==> src/rtl/demux8_deser.sv <==
// demux8_deser: serial-to-parallel byte assembler with valid/ready output; DEMUX8_DESER_PARITY_EN adds an even-parity bit per frame.
module demux8_deser #(
  parameter bit MSB_FIRST = 1'b1
) (
  input  logic       clk,
  input  logic       rst,
  input  logic       in_bit,
  input  logic       in_valid,
  input  logic       in_sof,
  output logic [7:0] out_data,
  output logic       out_valid,
  input  logic       out_ready,
  output logic [2:0] sel,
  output logic       overrun,
  output logic       parity_err
);
`ifdef DEMUX8_DESER_PARITY_EN
  typedef enum logic [1:0] {IDLE, COLLECT, PARITY} state_t;
  logic perr, perr_n;
`else
  typedef enum logic [0:0] {IDLE, COLLECT} state_t;
`endif
  state_t state, state_n;
  logic [2:0] sel_n, slot, pos;
  logic [7:0] word, word_n;
  logic wr, deliver;
  always_comb begin
    state_n = state;
    sel_n = sel;
    slot = sel;
    wr = 1'b0;
    deliver = 1'b0;
`ifdef DEMUX8_DESER_PARITY_EN
    perr_n = 1'b0;
`endif
    if (in_valid && in_sof) begin
      state_n = COLLECT;
      sel_n = 3'd1;
      slot = 3'd0;
      wr = 1'b1;
    end else if (in_valid && state == COLLECT) begin
      wr = 1'b1;
      sel_n = sel + 3'd1;
`ifdef DEMUX8_DESER_PARITY_EN
      state_n = (sel == 3'd7) ? PARITY : COLLECT;
`else
      state_n = (sel == 3'd7) ? IDLE : COLLECT;
      deliver = (sel == 3'd7);
`endif
    end
`ifdef DEMUX8_DESER_PARITY_EN
    else if (in_valid && state == PARITY) begin
      state_n = IDLE;
      deliver = ~^{word, in_bit};
      perr_n = ^{word, in_bit};
    end
`endif
    pos = MSB_FIRST ? 3'd7 - slot : slot;
    word_n = word;
    if (wr) word_n[pos] = in_bit;
  end
  // A word arriving while the previous one is still unconsumed is dropped.
  always_ff @(posedge clk) begin
    if (rst) begin
      state <= IDLE;
      sel <= 3'd0;
      word <= 8'h00;
      out_data <= 8'h00;
      out_valid <= 1'b0;
      overrun <= 1'b0;
    end else begin
      state <= state_n;
      sel <= sel_n;
      word <= word_n;
      if (deliver && !(out_valid && !out_ready)) out_data <= word_n;
      out_valid <= deliver || (out_valid && !out_ready);
      overrun <= overrun || (deliver && out_valid && !out_ready);
    end
  end
`ifdef DEMUX8_DESER_PARITY_EN
  always_ff @(posedge clk) begin
    if (rst) perr <= 1'b0;
    else perr <= perr_n;
  end
  assign parity_err = perr;
`else
  assign parity_err = 1'b0;
`endif
endmodule
==> config.mk <==
export PLATFORM = sky130hd
export DESIGN_NAME = demux8_deser
export DESIGN_NICKNAME = d
export VERILOG_FILES = /design/src/rtl/demux8_deser.sv
export SDC_FILE = /design/constraint.sdc
export NUM_CORES = 1
export LEC_CHECK = 0
export ABC_AREA = 1
export CORE_MARGIN = 2
export CORE_UTILIZATION = 30
export DETAILED_ROUTE_END_ITERATION = 10
export PLACE_DENSITY = 0.5
export SLEW_MARGIN = 10
export SYNTH_ARGS = -nofsm -noshare
export SYNTH_HDL_FRONTEND = slang
export SYNTH_SLANG_ARGS = --single-unit
==> constraint.sdc <==
create_clock -name clk -period 1.7 [get_ports clk]
set_input_delay 0.51 -clock clk [delete_from_list [all_inputs] [get_ports clk]]
set_output_delay 0.51 -clock clk [all_outputs]
set_load 0.02 [all_outputs]
==> results.cfg, run 1 <==
[critical_path]
startpoint = sel[0]
end_kind = output pin
r2r_start = sel[0]
critPathBufInv = 1
r2r_slack_ns = 0.20
crit_family = flip-flops
slowest_stage = dfxtp_1
crit_path_cell_trace = dlygate4sd2_1
critPathMaxStageDelay_ns = 0.41
path_class = flop to output pin
critPathRequiredTime_ns = 1.19
cp.arrival_ns = 1.07
critPathLaunchType = flop
worstPathMaxFanout = 4

[clocking]
cts_buffers = 3
ctsResizeCount = 13
hold_buffers = 0
path_clk_slew_ns = 0.13
postCtsSetupRepairBufs = 0
clk_latency_ns = 0.31
cts_sinks = 22
clock_path_buffers = 2
cts_tree = done
cts_root_buf = clkbuf_4
cts_max_level = 1

[route]
ant_nets = 0
wl_per_cell_um = 10.3
drc = 0
first_pass_iters = 4
num_vias = 923
drt_wl_total_um = 2240
drt_iter0_drc = 40
avgViaCountPerCell = 4.23

[place]
gp_congestion = 0.803
placed_area_um2 = 1310
dp_hpwl_um = 1670
port_buffers = 18
place_inst = 214

[yosys]
syn-num-nets = 154
synth_flop_cell = dfxtp_1
syn_avg_cell_area_um2 = 7.10
ys_types = 20
synth_commonest_cells = nand2_1, dfxtp_1, inv_1
synth_compound_area_share_pct = 12.9
synth_edf_count = 0
ys_seq_elements = 22
synth_area_um2 = 1040
synth.top_cell.area_share_pct = 42.5
synthArstFlopShare_pct = 0
synth_mux_area_share_pct = 0
synth_top_family_by_area = simple AND/OR/NAND/NOR gates
yosysSeqAreaShare_pct = 42.5
ys.warnings.count = 0
syn_inst = 146
synthAdderAreaFrac_pct = 2.42
yosysTopAreaCell = dfxtp_1
synth_most_common_cell = nand2_1
synthXorXnorAreaFrac_pct = 0
yosys-top-cells-area = dfxtp_1, nand2_1, inv_1
synth-simple-area-share_pct = 31.9

[job]
maxCapViolCount = 0

[pwr]
powerDensity_nw_per_um2 = 687
p_leak_uw = 0.000651
irDropWorstVdd_v = 0.000248

[die]
fp.dieH_um = 62.8
start_util_pct = 31.0
rows = 21
die_x_um = 62.8
ios = 20
die_area_um2 = 3940
core-area_um2 = 3340

[global_routing]
grt_first_pass_wirelength_um = 3770
grt_pass1_vias = 832
overflow = 0
track_usage_pct = 12.2
grt_max_degree = 13
antenna_found_initial = 0

[status]
status = finished clean

[final_layout]
final_area_um2 = 1340
fin_cells = 218
utilization_pct = 40.0
syn_to_final_growth_pct = 28.9
drive_above_1_share_pct = 14.5
nNetsFinal = 181
num_antenna_cells = 0

[timing]
timing.final.crit_share_pct = 93.0
period_needed_ns = 1.58
final_max_slew_viol_count = 0
setup_viol = 0
clock.fmax_mhz = 633
hold_viol_final = 0
rsz0062_at_grt = no
fin_skew_ns = 0.00696

[worst_hold_path]
worstHoldStart = overrun
min_path_type = flop to flop
through the flow:
| stage | setup TNS (ns) | power [uW] | worst slack [ns] | hold WS, ns |
|---|---|---|---|---|
| 5_1_grt | 0 | 959 | 0.0669 | 0.525 |
| 3_5_place_dp | -2.67 | 635 | -0.194 | 0.467 |
| 3_3_place_gp | -2.49 | 634 | -0.185 | 0.453 |
| 6_report | 0 | 918 | 0.120 | 0.483 |
| 4_1_cts | 0 | 932 | 0.0921 | 0.494 |
| 2_1_floorplan | 0 | 593 | 0.178 | 0.459 |
placed cells by master (no fill, tap or decap):
| cell type | instances |
|---|---|
| a21oi_1 | 4 |
| a21oi_2 | 7 |
| a31oi_1 | 1 |
| buf_4 | 6 |
| clkbuf_4 | 3 |
| clkbuf_8 | 1 |
| clkdlybuf4s50_1 | 4 |
| clkinv_1 | 1 |
| clkinv_2 | 1 |
| conb_1 | 1 |
| dfxtp_1 | 22 |
| dlygate4sd2_1 | 13 |
| dlymetal6s2s_1 | 1 |
| ha_1 | 2 |
| inv_1 | 22 |
| nand2_1 | 41 |
| nand2_2 | 2 |
| nand2_4 | 2 |
| nand3_1 | 12 |
| nor2_1 | 17 |
| nor2_4 | 2 |
| o21ai_0 | 3 |
| o21ai_2 | 1 |
| o21bai_1 | 3 |
tightest hold or removal path, stage by stage (launching register included):
cell and delay (ns):
dfxtp_1 0.35, a31oi_1 0.04, nor2_1 0.07
state kept, by name, indices dropped and copies added (netlist names):
register	cells
sel	3
out_data	8
out_valid	1
state	1
word	8
overrun	1
cells by family after synthesis:
| logic type | count (synthesis) |
|---|---|
| compound gates | 19 |
| other cells | 1 |
| buf+inv | 26 |
| simple gates | 76 |
| fa+ha+maj | 2 |
| flops | 22 |
final timing paths:
kind | end | cells past startpoint
worst max-delay path | sel[0] | 1
worst min-delay path | overrun | 2
worst max register to register | out_data[6] | 7
worst min register to register | overrun | 2
area by class of cell:
class / count / area (um2)
multi-input cells: 98 / 498
repair buffers: 24 / 211
well taps: 46 / 57.6
inverters: 24 / 91.3
clock buffers: 4 / 36.3
flip-flops and latches: 22 / 440
fillers: 377 / 2000
routing by layer:
metal / part of all wire (%) / up-vias / wire, um / GRT usage [%]
met4: 1.2 / 0 / 27 / 5.00
met3: 3.2 / 2 / 72 / 2.70
li1: - / 500 / - / -
met2: 44 / 15 / 978 / 19.6
met5: 0 / - / 0 / 0
met1: 52 / 406 / 1160 / 15.7
where the power goes:
part	total (uW)	switching, uW	internal [uW]
registers	529	5.50	524
clock network	296	165	131
logic	92.3	57.9	34.4
No activity file was read; power rests on OpenSTA's default activity.
==> run 2: changes to the inputs <==
DONT_BUFFER_PORTS = 1   (was not set)
PLACE_DENSITY = 0.43   (was 0.5)
==> results.cfg, run 2 (synthesis results as in run 1) <==
[route]
num_vias = 877
wl_per_cell_um = 11.6
drt_wl_total_um = 2280
drt_iter0_drc = 34
ant_nets = 0
drc = 0
avgViaCountPerCell = 4.45
first_pass_iters = 5

[clocking]
clk_latency_ns = 0.32
postCtsSetupRepairBufs = 0
clock_path_buffers = 2
cts_buffers = 3
cts_max_level = 1
hold_buffers = 0
cts_root_buf = clkbuf_4
cts_tree = done
ctsResizeCount = 0
path_clk_slew_ns = 0.13
cts_sinks = 22

[job]
maxCapViolCount = 0

[global_routing]
overflow = 0
grt_pass1_vias = 777
grt_first_pass_wirelength_um = 3890
track_usage_pct = 12.9
antenna_found_initial = 0
grt_max_degree = 14

[final_layout]
drive_above_1_share_pct = 14.6
nNetsFinal = 160
layout_common_cells = nand2_1, inv_1, dfxtp_1
reg_top3 = out_data (8), word (8), sel (3)
final_common_cell = nand2_1
num_antenna_cells = 0
syn_to_final_growth_pct = 10.1
fill_cells = 373

[pwr]
irDropWorstVdd_v = 0.000286
p_sw_uw = 226
power_frac_comb_pct = 7.5
total_power_uw = 900
swShare_pct = 25.1
power_frac_seq_pct = 58.8
power_frac_clock_pct = 33.7
p_leak_uw = 0.000498
p_int_uw = 674
powerDensity_nw_per_um2 = 789

[critical_path]
critPathRequiredTime_ns = 1.96
end_kind = flop
critPathMaxStageDelay_ns = 0.35
r2r_slack_ns = 0.27
r2r_start = sel[0]
r2r_end = out_data[3]
cp.arrival_ns = 1.68
crit_path_cell_trace = ha_1 > ha_1 > nand2_1 > nor2_4 > nand2_4 > clkinv_2 > a21oi_1
cp_common_cell = ha_1
worstPathMaxFanout = 9
critPathLaunchType = flop
slowest_stage = dfxtp_1
path_class = flop to flop
reg2reg_depth = 7

[timing]
final_max_slew_viol_count = 0
fin_setup_tns_ns = 0
clock.fmax_mhz = 701
hold_viol_final = 0
rsz0062_at_grt = no
fin_skew_ns = 0.00930
timing.final.crit_share_pct = 84.0
period_needed_ns = 1.43
setup_viol = 0

[worst_hold_path]
holdPathEnd = state
min_path_cells = 1
min_path_type = primary input to flop
worstHoldStart = rst

[place]
gp_congestion = 0.791
dp_hpwl_um = 1760
port_buffers = 0

[status]
status = finished clean

[die]
core-area_um2 = 3340
die_area_um2 = 3940
start_util_pct = 31.0
rows = 21
fp.dieH_um = 62.8
ios = 20
die_x_um = 62.8
run 2: cell count changes in the layout (fill, tap and decap cells not counted):
cell	change
nand2_2	+1
nand2_4	-1
dlygate4sd2_1	-13
buf_4	-3
clkdlybuf4s50_1	-4
dlymetal6s2s_1	-1
run 2: worst max path at each step:
stage	start	depth (start not counted)	to	slack, ns
global route	sel[0]	7	out_data[3]	0.17
global placement	in_valid	6	out_data[5]	0.34
detailed placement	sel[0]	7	out_data[4]	0.30
floorplan	sel[1]	7	out_data[3]	0.18
finish	sel[0]	7	out_data[3]	0.27
CTS	sel[0]	7	out_data[3]	0.26
run 2: area by class of cell:
| cell class | count | area (um2) | share of cell area (%) |
|---|---|---|---|
| Sequential cell | 22 | 440 | 38.6 |
| Multi-Input combinational cell | 98 | 493 | 43.2 |
| Tap cell | 46 | 57.6 | 5.04 |
| Timing Repair Buffer | 3 | 22.5 | 1.97 |
| Inverter | 24 | 91.3 | 8.00 |
| Clock buffer | 4 | 36.3 | 3.18 |
run 2: per-stage QoR:
| stage | setup slack, ns | std cells | area [um2] | util (%) | hold WS (ns) |
|---|---|---|---|---|---|
| floorplan | 0.178 | 146 | 1040 | - | 0.459 |
| global placement | 0.338 | 193 | 1100 | 33.1 | 0.479 |
| detailed placement | 0.297 | 193 | 1100 | 33.1 | 0.494 |
| CTS | 0.261 | 197 | 1140 | 34.2 | 0.226 |
| global route | 0.166 | 197 | 1140 | 34.2 | 0.210 |
| finish | 0.273 | 197 | 1140 | 34.2 | 0.234 |
run 2: per-layer routing:
metal / wire [um] / GRT usage, %
met5: 0 / 0
met4: 45 / 5.83
met3: 153 / 4.50
met2: 942 / 18.1
met1: 1140 / 17.7
run 2: power by group through the flow:
stage | clock network (uW) | logic (uW) | registers (uW)
global route | 339 | 75.6 | 530
global placement | 0 | 68.4 | 539
CTS | 312 | 67.9 | 529
floorplan | 0 | 46.7 | 547
finish | 303 | 67.9 | 529
detailed placement | 0 | 67.9 | 540
run 2: worst max-delay path, delay by kind of cell (launching register included):
family,cells,cell delay [ns]
AOI/OAI and AO/OA,1,0.17
adders and majority gates,2,0.39
buffers and inverters,1,0.17
DFF,1,0.35
and+or+nand+nor,3,0.26
==> run 3: changes to the inputs <==
clock period = 1.42 ns   (was 1.7 ns; I/O delays follow)
==> results.cfg, run 3 (synthesis results as in run 1) <==
[status]
status = finished clean

[clocking]
cts_tree = done
cts_root_buf = clkbuf_4
hold_buffers = 0
clk_latency_ns = 0.31
postCtsSetupRepairBufs = 0
cts_sinks = 22
clock_path_buffers = 2
cts_buffers = 3
path_clk_slew_ns = 0.13
cts_max_level = 1

[place]
dp_hpwl_um = 1700
dp_slack_ns = 0.0357
port_buffers = 0
gp_congestion = 0.752
placed_area_um2 = 1110

[final_layout]
layout_common_cells = nand2_1, inv_1, dfxtp_1
final_common_cell = nand2_1
num_antenna_cells = 0
nNetsFinal = 160
drive_above_1_share_pct = 15.2
syn_to_final_growth_pct = 10.4
final_area_um2 = 1140
reg_top3 = out_data (8), word (8), sel (3)

[global_routing]
grt_max_degree = 14
grt_first_pass_wirelength_um = 3840
antenna_found_initial = 0
track_usage_pct = 12.6
grt_pass1_vias = 777
overflow = 0

[timing]
fin_setup_tns_ns = 0
hold_viol_final = 0
clock.fmax_mhz = 765
rsz0062_at_grt = no
fin_skew_ns = 0.00593
final_max_slew_viol_count = 0
worst_slack_ns = 0.113
setup_viol = 0
period_needed_ns = 1.31
timing.final.crit_share_pct = 92.0

[job]
maxCapViolCount = 0

[critical_path]
critPathMaxStageDelay_ns = 0.37
end_kind = output pin
critPathRequiredTime_ns = 0.99
path_depth = 1
critPathLaunchType = flop
worstPathMaxFanout = 8
crit_family = flip-flops
critPathBufInv = 1
crit_path_cell_trace = buf_4
reg2reg_depth = 7
slowest_stage = dfxtp_1
path_class = flop to output pin
cp.arrival_ns = 0.88

[pwr]
p_leak_uw = 0.000499
total_power_uw = 1070
powerDensity_nw_per_um2 = 935
irDropWorstVdd_v = 0.000354

[die]
fp.dieH_um = 62.8
die_x_um = 62.8
core-area_um2 = 3340
ios = 20
die_area_um2 = 3940
rows = 21
start_util_pct = 31.0

[worst_hold_path]
min_path_type = primary input to flop
min_path_cells = 1

[route]
first_pass_iters = 4
wl_per_cell_um = 11.2
drt_wl_total_um = 2200
ant_nets = 0
avgViaCountPerCell = 4.33
drt_iter0_drc = 43
drc = 0
num_vias = 853
==> run 3: path summary, 6_finish.rpt <==
| kind | startpoint | endpoint | slack (ns) |
|---|---|---|---|
| max | sel[2] | sel[2] | 0.11 |
| min | rst | word[0] | 0.17 |
| max reg2reg | sel[0] | out_data[3] | 0.13 |
| min reg2reg | state | state | 0.50 |
==> run 3: metal layers <==
layer | wire length, um | vias up | track usage [%]
li1 | - | 459 | -
met1 | 1130 | 370 | 16.7
met2 | 893 | 20 | 18.0
met3 | 151 | 4 | 4.68
met4 | 31 | 0 | 5.83
met5 | 0 | - | 0
==> run 3: layout make-up <==
cell class / count / area [um2]
inverter: 24 / 92.6
tap: 46 / 57.6
clock buffer: 4 / 36.3
fill: 372 / 2190
sequential: 22 / 442
timing repair buffer: 3 / 22.5
multi-input combinational: 98 / 493
==> run 3: what timing repair did <==
action / CTS / global route
resized for setup: 0 / 1
hold endpoints to repair: 0 / 0
setup endpoints to repair: 0 / 8
==> run 3: worst register-to-register path: stages (launching register included) <==
cell and delay (ns):
dfxtp_1 0.35, ha_1 0.15, ha_1 0.16, nand2_1 0.09, nor2_4 0.13, nand2_4 0.11, inv_4 0.14, a21oi_1 0.08
==> run 3: where the power goes <==
part / internal (uW) / leakage [uW] / switching (uW)
registers: 627 / 0.000178 / 5.04
clock network: 157 / 0.0000210 / 199
logic: 23.1 / 0.000300 / 58.7
==> run 3: stage by stage <==
stage	cells	hold slack [ns]	util [%]
3_5_place_dp	193	0.489	33.1
4_1_cts	197	0.148	34.2
6_report	197	0.167	34.3
3_3_place_gp	193	0.478	33.1
5_1_grt	197	0.136	34.3
2_1_floorplan	146	0.459	-
